==> src/rtl/rv32i_types.sv <==
// Shared RV32I type package.
// Provides the register-index type, the major opcode encoding (op_load is the
// one the hazard logic cares about) and the hazard controller's FSM states.
package rv32i_types;

  typedef logic [4:0] rv32i_reg;

  typedef enum logic [6:0] {
    op_lui   = 7'b0110111,
    op_auipc = 7'b0010111,
    op_jal   = 7'b1101111,
    op_jalr  = 7'b1100111,
    op_br    = 7'b1100011,
    op_load  = 7'b0000011,
    op_store = 7'b0100011,
    op_imm   = 7'b0010011,
    op_reg   = 7'b0110011,
    op_csr   = 7'b1110011
  } rv32i_opcode;

  // FLUSH_PEND remembers a taken branch seen while memory held the pipeline.
  typedef enum logic [1:0] {
    RUN        = 2'b00,
    WAIT       = 2'b01,
    FLUSH_PEND = 2'b10
  } hazard_state_t;

endpackage

==> src/rtl/perf_counter.sv <==
// Free-running 32-bit event counter, wraps modulo 2^32.
// Ports: clk, rst_n (async active-low), inc (count this cycle), count.
module perf_counter (
  input  logic        clk,
  input  logic        rst_n,
  input  logic        inc,
  output logic [31:0] count
);

  // Event accumulation; natural 32-bit overflow gives the wrap to zero.
  always_ff @(posedge clk or negedge rst_n) begin
    if (!rst_n) begin
      count <= 32'd0;
    end else if (inc) begin
      count <= count + 32'd1;
    end else begin
      count <= count;
    end
  end

endmodule

==> src/rtl/hazard_ctrl.sv <==
// Pipeline hazard controller for a 5-stage RV32I core.
// Combines memory stalls (with sticky early-response capture), load-use
// bubbles and branch flushes, and counts each kind of event.
// Ports:
//   clk, rst_n                     clock, async active-low reset
//   rs1_id, rs2_id, use_rs1_id/2   ID-stage source operands
//   rd_ex, ex_is_load              EX-stage destination / load flag
//   branch_taken_ex                EX resolved a taken branch/jump
//   imem_read/resp, dmem_read/write/resp  memory handshakes
//   stall_all, stall_front, bubble_ex, flush_front  pipeline controls
//   stall_cnt, bubble_cnt, flush_cnt                 performance counters
module hazard_ctrl
  import rv32i_types::*;
(
  input  logic        clk,
  input  logic        rst_n,
  input  rv32i_reg    rs1_id,
  input  rv32i_reg    rs2_id,
  input  logic        use_rs1_id,
  input  logic        use_rs2_id,
  input  rv32i_reg    rd_ex,
  input  logic        ex_is_load,
  input  logic        branch_taken_ex,
  input  logic        imem_read,
  input  logic        imem_resp,
  input  logic        dmem_read,
  input  logic        dmem_write,
  input  logic        dmem_resp,
  output logic        stall_all,
  output logic        stall_front,
  output logic        bubble_ex,
  output logic        flush_front,
  output logic [31:0] stall_cnt,
  output logic [31:0] bubble_cnt,
  output logic [31:0] flush_cnt
);

  hazard_state_t state_r, state_next_s;
  logic imem_done_r, dmem_done_r;
  logic imem_pend_s, dmem_pend_s;
  logic stall_s, flush_s, load_use_s, bubble_s;

  // Memory stall: a port is pending until its response arrives, either now
  // or earlier during this same stall (captured in the done flags).
  always_comb begin
    imem_pend_s = imem_read & ~imem_resp & ~imem_done_r;
    dmem_pend_s = (dmem_read | dmem_write) & ~dmem_resp & ~dmem_done_r;
    stall_s     = imem_pend_s | dmem_pend_s;
  end

  // Load-use detection; x0 never carries a real dependency.
  always_comb begin
    load_use_s = ex_is_load & (rd_ex != 5'd0) &
                 ((use_rs1_id & (rs1_id == rd_ex)) |
                  (use_rs2_id & (rs2_id == rd_ex)));
  end

  // Priority: memory stall, then flush, then bubble (a squashed ID
  // instruction must not create a bubble).
  always_comb begin
    if (stall_s) begin
      flush_s  = 1'b0;
      bubble_s = 1'b0;
    end else begin
      flush_s  = branch_taken_ex | (state_r == FLUSH_PEND);
      bubble_s = ~flush_s & load_use_s;
    end
  end

  // Output drive; held low while in reset so the pipeline sees no control.
  always_comb begin
    if (!rst_n) begin
      stall_all   = 1'b0;
      flush_front = 1'b0;
      bubble_ex   = 1'b0;
      stall_front = 1'b0;
    end else begin
      stall_all   = stall_s;
      flush_front = flush_s;
      bubble_ex   = bubble_s;
      stall_front = bubble_s;
    end
  end

  // Sticky early-response flags, cleared as soon as the stall ends.
  always_ff @(posedge clk or negedge rst_n) begin
    if (!rst_n) begin
      imem_done_r <= 1'b0;
      dmem_done_r <= 1'b0;
    end else if (stall_s) begin
      imem_done_r <= imem_done_r | imem_resp;
      dmem_done_r <= dmem_done_r | dmem_resp;
    end else begin
      imem_done_r <= 1'b0;
      dmem_done_r <= 1'b0;
    end
  end

  // FSM state register.
  always_ff @(posedge clk or negedge rst_n) begin
    if (!rst_n) begin
      state_r <= RUN;
    end else begin
      state_r <= state_next_s;
    end
  end

  // FSM next state: a branch seen under stall parks in FLUSH_PEND until
  // the stall releases, when flush_front replays it.
  always_comb begin
    state_next_s = state_r;
    case (state_r)
      RUN, WAIT: begin
        if (stall_s && branch_taken_ex) begin
          state_next_s = FLUSH_PEND;
        end else if (stall_s) begin
          state_next_s = WAIT;
        end else begin
          state_next_s = RUN;
        end
      end
      FLUSH_PEND: begin
        if (stall_s) begin
          state_next_s = FLUSH_PEND;
        end else begin
          state_next_s = RUN;
        end
      end
      default: begin
        state_next_s = RUN;
      end
    endcase
  end

  perf_counter u_stall_cnt (
    .clk   (clk),
    .rst_n (rst_n),
    .inc   (stall_s),
    .count (stall_cnt)
  );

  perf_counter u_bubble_cnt (
    .clk   (clk),
    .rst_n (rst_n),
    .inc   (bubble_s),
    .count (bubble_cnt)
  );

  perf_counter u_flush_cnt (
    .clk   (clk),
    .rst_n (rst_n),
    .inc   (flush_s),
    .count (flush_cnt)
  );

endmodule

==> config.mk <==
export PLATFORM = sky130hd
export DESIGN_NAME = hazard_ctrl
export DESIGN_NICKNAME = d
export VERILOG_FILES = /design/src/rtl/rv32i_types.sv /design/src/rtl/perf_counter.sv /design/src/rtl/hazard_ctrl.sv
export SDC_FILE = /design/constraint.sdc
export NUM_CORES = 1
export LEC_CHECK = 0
export ABC_AREA = 0
export CAP_MARGIN = 20
export CORE_MARGIN = 2
export CORE_UTILIZATION = 44
export DETAILED_ROUTE_END_ITERATION = 12
export PLACE_DENSITY = 0.74
export SLEW_MARGIN = 20
export SYNTH_ARGS = -nofsm -noshare
export SYNTH_HDL_FRONTEND = slang
export SYNTH_SLANG_ARGS = --single-unit
==> constraint.sdc <==
create_clock -name clk -period 2.26 [get_ports clk]
set_input_delay 0.452 -clock clk [delete_from_list [all_inputs] [get_ports clk]]
set_output_delay 0.452 -clock clk [all_outputs]
set_load 0.01 [all_outputs]
==> results.tsv, run 1 <==
metric	value	unit
critPathMaxFanout	3	
cts_tree	yes	
post-route-period-util	1.001	
seq_area_frac_synth	0.5244	
antenna_found_initial	0	
synth_area	4772	um2
place.port_buffers	125	
root_buffer	clkbuf_8	
synth_edf_count	0	
synthCells	450	
grt_pass1_vias	3805	
first_pass_iters	4	
pre_cts_slack	-0.5020	ns
drc	0	
place_congestion	0.8389	
die_w	108.1	um
clock_sinks	100	
drive_above_1_share	0.1084	
ys.flop_type	dfrtp_1	
initial_core_util	0.4461	
end_kind	primary output	
viasPerCell	5.150	
path_clk_slew	0.10	ns
clk_latency	0.36	ns
drtIter0Drc	95	
fin_ws	-0.001177	ns
drv_cap	0	
fmax	442.2	MHz
area_growth	38.44	%
dieArea	11690	um2
grt_overflow_total	0	
die_h	108.1	um
drtAntennaViolNets	0	
skew	0.01441	ns
vdd_drop_max	0.0004260	V
num_vias	3857	
row_count	38	
wire_per_inst	15.11	um
worst_hold_path_type	in2async	
layout.nets	634	
diodes	0	
p_per_area	595.2	nW/um2
p_leak	2.860	nW
status	finished, violations left	
worst_slew_pin_slew	0.6992	ns
syn_area_per_cell	10.60	um2
rr_worst_depth	8	
grt_max_degree	56	
crit_path_start_kind	input pin	
grt_usage	0.2012	
coreArea	10700	um2
hold_viol	0	
clock_path_buffers	2	
dp_hpwl	8292	um
critPathKind	in2out	
totalWireLength	11320	um
cts-htree-levels	3	
total_power	0.003932	W
worstPathRequired	1.81	ns
max-slew-margin-rel	0.5338	
rsz0062_at_grt	true	
synth_cell_type_count	35	
setup_viol	2	
yosys_register_bits	100	
maxSlewViolCount	0	
grt_pass1_wl	18600	um
period_needed	2.261	ns
numCtsBuffers	9	
failed_checks	setup timing	
synthArstFlopShare	1.000	
ys.warnings.count	0	
tns	-0.002244	ns
top_level_ports	126	
syn_nets	479	
arrival	1.81	ns
cell usage after synthesis (2+ instances only):
library cell	number	area, um2
and2_1	5	31.28
and3_1	25	156.4
and4_1	3	26.28
buf_2	4	20.02
clkbuf_1	6	22.52
dfrtp_1	100	2502
ha_1	3	37.54
inv_1	11	41.29
nand2_1	35	131.4
nand3_1	34	170.2
nand4_1	42	262.8
nand4_2	2	25.02
nand4b_1	2	17.52
nor2_1	32	120.1
nor2b_1	3	18.77
nor3_1	14	70.07
nor4_1	6	37.54
nor4_2	2	25.02
o22ai_1	2	12.51
or2_2	3	18.77
xnor2_1	77	674.4
xor2_1	26	227.7
path summary, 6_finish.rpt:
| check | to | from | slack (ns) |
|---|---|---|---|
| worst max-delay path | bubble_ex | rd_ex[4] | -0.001 |
| worst min-delay path | u_stall_cnt.count[13]$_DFFE_PN0N_ | rst_n | 0.24 |
| worst max register to register | u_bubble_cnt.count[1]$_DFFE_PN0P_ | imem_done_r$_DFF_PN0_ | 0.16 |
| worst min register to register | state_r[0]$_DFF_PN0_ | state_r[1]$_DFF_PN0_ | 0.46 |
| max in group asynchronous | u_bubble_cnt.count[16]$_DFFE_PN0P_ | rst_n | 1.50 |
| min in group clk | state_r[0]$_DFF_PN0_ | state_r[1]$_DFF_PN0_ | 0.46 |
cell families after synthesis:
| group | count (synthesis) | share of synthesized area |
|---|---|---|
| and+or+nand+nor | 215 | 0.2486 |
| adders and majority gates | 3 | 0.007867 |
| buffers and inverters | 22 | 0.01914 |
| muxes | 1 | 0.002360 |
| DFF | 100 | 0.5244 |
| xor gates and xnor gates | 103 | 0.1890 |
| AOI/OAI and AO/OA | 6 | 0.008652 |
per-stage QoR:
stage | hold WS [ns] | cells | util | instance area, um2
global route | 0.2614 | 749 | 0.6175 | 6606
global placement | 0.4385 | 730 | 0.5938 | 6352
CTS | 0.2404 | 748 | 0.6157 | 6586
finish | 0.2409 | 749 | 0.6175 | 6606
floorplan | 0.1564 | 450 | - | 4786
detailed placement | 0.4434 | 730 | 0.5938 | 6352
cell type report:
class	instances	area (um2)
well taps	140	175.2
clock buffers	12	155.1
fillers	935	4091
multi-input cells	328	2213
flip-flops and latches	100	2502
repair buffers	155	1473
inverters	11	41.29
clock inverters	3	46.29
flip-flops by register name, summed over array words and instances, names as in the netlist:
register            count
u_bubble_cnt.count     32
imem_done_r             1
u_stall_cnt.count      32
u_flush_cnt.count      32
dmem_done_r             1
state_r                 2
layout by cell type, fill, tap and decap left out, types with 2 or more instances in the layout:
cell type	count
nor2_1	30
clkbuf_8	11
nor4_2	2
nand4b_1	2
dfrtp_1	100
nor3_1	14
and3_1	24
xnor2_1	77
nand2_1	34
nor2_2	2
nor4_1	6
xor2_1	26
ha_1	3
nand4_1	42
inv_1	11
nor2b_1	3
and2_1	5
buf_6	3
or2_2	2
dlygate4sd2_1	6
and4_1	3
clkdlybuf4s50_1	115
buf_4	30
nand3_1	34
nand4_2	2
routing by layer:
layer	GRT usage	vias up	routed length, um
met5	0	-	0
met4	0.05678	0	169
met3	0.04702	15	513
met2	0.3396	82	5685
met1	0.2598	1881	4950
li1	-	1879	-
power by group:
part	leakage [nW]	switching, W	total [W]	internal, W
sequential	1.35	0.000157	0.00206	0.00190
combinational	1.41	0.000316	0.000702	0.000386
clock	0.0987	0.000601	0.00117	0.000570
total	2.86	0.00107	0.00393	0.00286
timing repair:
action                     in CTS  in global routing
pin swaps                       7                  4
hold buffers                    0                  0
gates cloned                    0                  0
setup buffers                   3                  1
resized for setup              21                  5
setup endpoints to repair       4                  4
critical path: stages:
cell	delay, ns
clkdlybuf4s50_1	0.54
xnor2_1	0.14
nand4_1	0.11
o22ai_2	0.21
and3_4	0.25
buf_6	0.11
No activity file was read; power rests on OpenSTA's default activity.
==> run 2, diff against run 1 <==
- REMOVE_ABC_BUFFERS: default -> 1
==> results.tsv, run 2 (synthesized netlist as in run 1, its figures left out) <==
metric	value	unit
period_needed	2.249	ns
cts_tree	yes	
pre_cts_slack	-0.5680	ns
cts-htree-levels	3	
first_pass_iters	4	
path_clk_slew	0.09	ns
clock_sinks	100	
worst_hold_path_type	in2async	
end_kind	primary output	
critPathKind	in2out	
coreArea	10700	um2
drv_cap	0	
fin_util	0.6137	
layout_commonest_cell	clkdlybuf4s50_1	
critPathMaxFanout	3	
clk_latency	0.35	ns
layout.nets	633	
critical-path-top-delay-family	simple AND/OR/NAND/NOR gates	
wire_per_inst	14.77	um
area_growth	37.57	%
setup_viol	0	
p_leak	2.867	nW
antenna_found_initial	0	
post-route-period-util	0.9952	
hold_viol	0	
grt_overflow_total	0	
fmax	444.6	MHz
worst_slew_pin_slew	0.6212	ns
viasPerCell	5.102	
tns	0	ns
dp_hpwl	8222	um
worstPathCellList	clkdlybuf4s50_1 -> nor3_1 -> nand2_1 -> and4_1 -> and3_4 -> buf_6	
dieArea	11690	um2
maxSlewViolCount	0	
crit_path_start_kind	input pin	
vdd_drop_max	0.0003060	V
layout.cells.non_filler	748	
r2r_setup_slack	0.14	ns
diodes	0	
grt_max_degree	48	
die_w	108.1	um
drive_above_1_share	0.1086	
drtAntennaViolNets	0	
grt_pass1_vias	3718	
top_regs	u_bubble_cnt.count: 32 flops, u_flush_cnt.count: 32 flops, u_stall_cnt.count: 32 flops	
status	finished clean	
placed_cells	732	
r2r_end	u_flush_cnt.count[27]$_DFFE_PN0N_	
mostFrequentLayoutCells	clkdlybuf4s50_1, dfrtp_1, xnor2_1, nand4_1, nand2_1	
skew	0.01325	ns
fin_ws	0.01081	ns
die_h	108.1	um
max_stage_delay	0.47	ns
place.port_buffers	125	
p_per_area	572.7	nW/um2
totalWireLength	11050	um
rsz0062_at_grt	true	
top_level_ports	126	
arrival	1.80	ns
drc	0	
drtIter0Drc	177	
rr_worst_depth	5	
critPathSlowestCell	clkdlybuf4s50_1	
reg2reg_from	u_flush_cnt.count[10]$_DFFE_PN0N_	
place_congestion	0.8877	
grt_usage	0.1924	
num_vias	3816	
clock_path_buffers	2	
grt_pass1_wl	17820	um
numCtsBuffers	9	
worstPathRequired	1.81	ns
max-slew-margin-rel	0.5821	
worstPathBufferInverterCount	2	
initial_core_util	0.4461	
row_count	38	
root_buffer	clkbuf_8	
cp.depth	6	
[run 2: changes by cell type in the layout (fill, tap and decap cells not counted), moves of 2 or more]
cell / delta
buf_2: +2
clkinv_2: +2
dlygate4sd2_1: -4
dlymetal6s2s_1: +3
[run 2: final cells by class]
type                    instances  area [um2]
inverters                      11       41.29
clock buffers                  13       158.9
repair buffers                154        1464
fillers                       945        4133
clock inverters                 2       10.01
flip-flops and latches        100        2502
multi-input cells             328        2213
well taps                     140       175.2
[run 2: metal layers]
layer	GRT usage	routed length, um	part of all wire	vias up
met5	0	0	0	-
met4	0.08333	254	0.023	0
met3	0.02652	439	0.040	22
met2	0.3167	5508	0.50	93
met1	0.2549	4847	0.44	1837
li1	-	-	-	1864
[run 2: where the power goes]
group          total (W)  switching [W]  internal [W]  leakage, nW
logic           0.000689       0.000304      0.000385         1.43
clock network    0.00102       0.000565      0.000453       0.0893
registers        0.00205       0.000152       0.00190         1.35
[run 2: worst max path at each step]
stage                     slack (ns)           to             startpoint
final                           0.01  stall_front               rd_ex[0]
after global routing           -0.03    bubble_ex  imem_done_r$_DFF_PN0_
after CTS                     -0.001  stall_front  imem_done_r$_DFF_PN0_
after global placement         -0.54    bubble_ex              imem_read
after detailed placement       -0.57    stall_all              imem_read
after floorplan                -0.46    bubble_ex               rd_ex[0]
[run 2: timing repair]
| action | 4_1_cts | 5_1_grt |
|---|---|---|
| pin swaps | 5 | 3 |
| buffers inserted | 0 | 1 |
| setup endpoints to repair | 5 | 5 |
| resized for setup | 25 | 6 |
| hold buffers | 0 | 0 |
[run 2: metrics by stage]
| step | hold slack, ns | total power, W | area [um2] |
|---|---|---|---|
| 2_1_floorplan | 0.1564 | 0.002351 | 4722 |
| 3_3_place_gp | 0.4342 | 0.002759 | 6362 |
| 3_5_place_dp | 0.4535 | 0.002782 | 6362 |
| 4_1_cts | 0.1741 | 0.003808 | 6538 |
| 5_1_grt | 0.1760 | 0.003955 | 6565 |
| 6_report | 0.1650 | 0.003760 | 6565 |
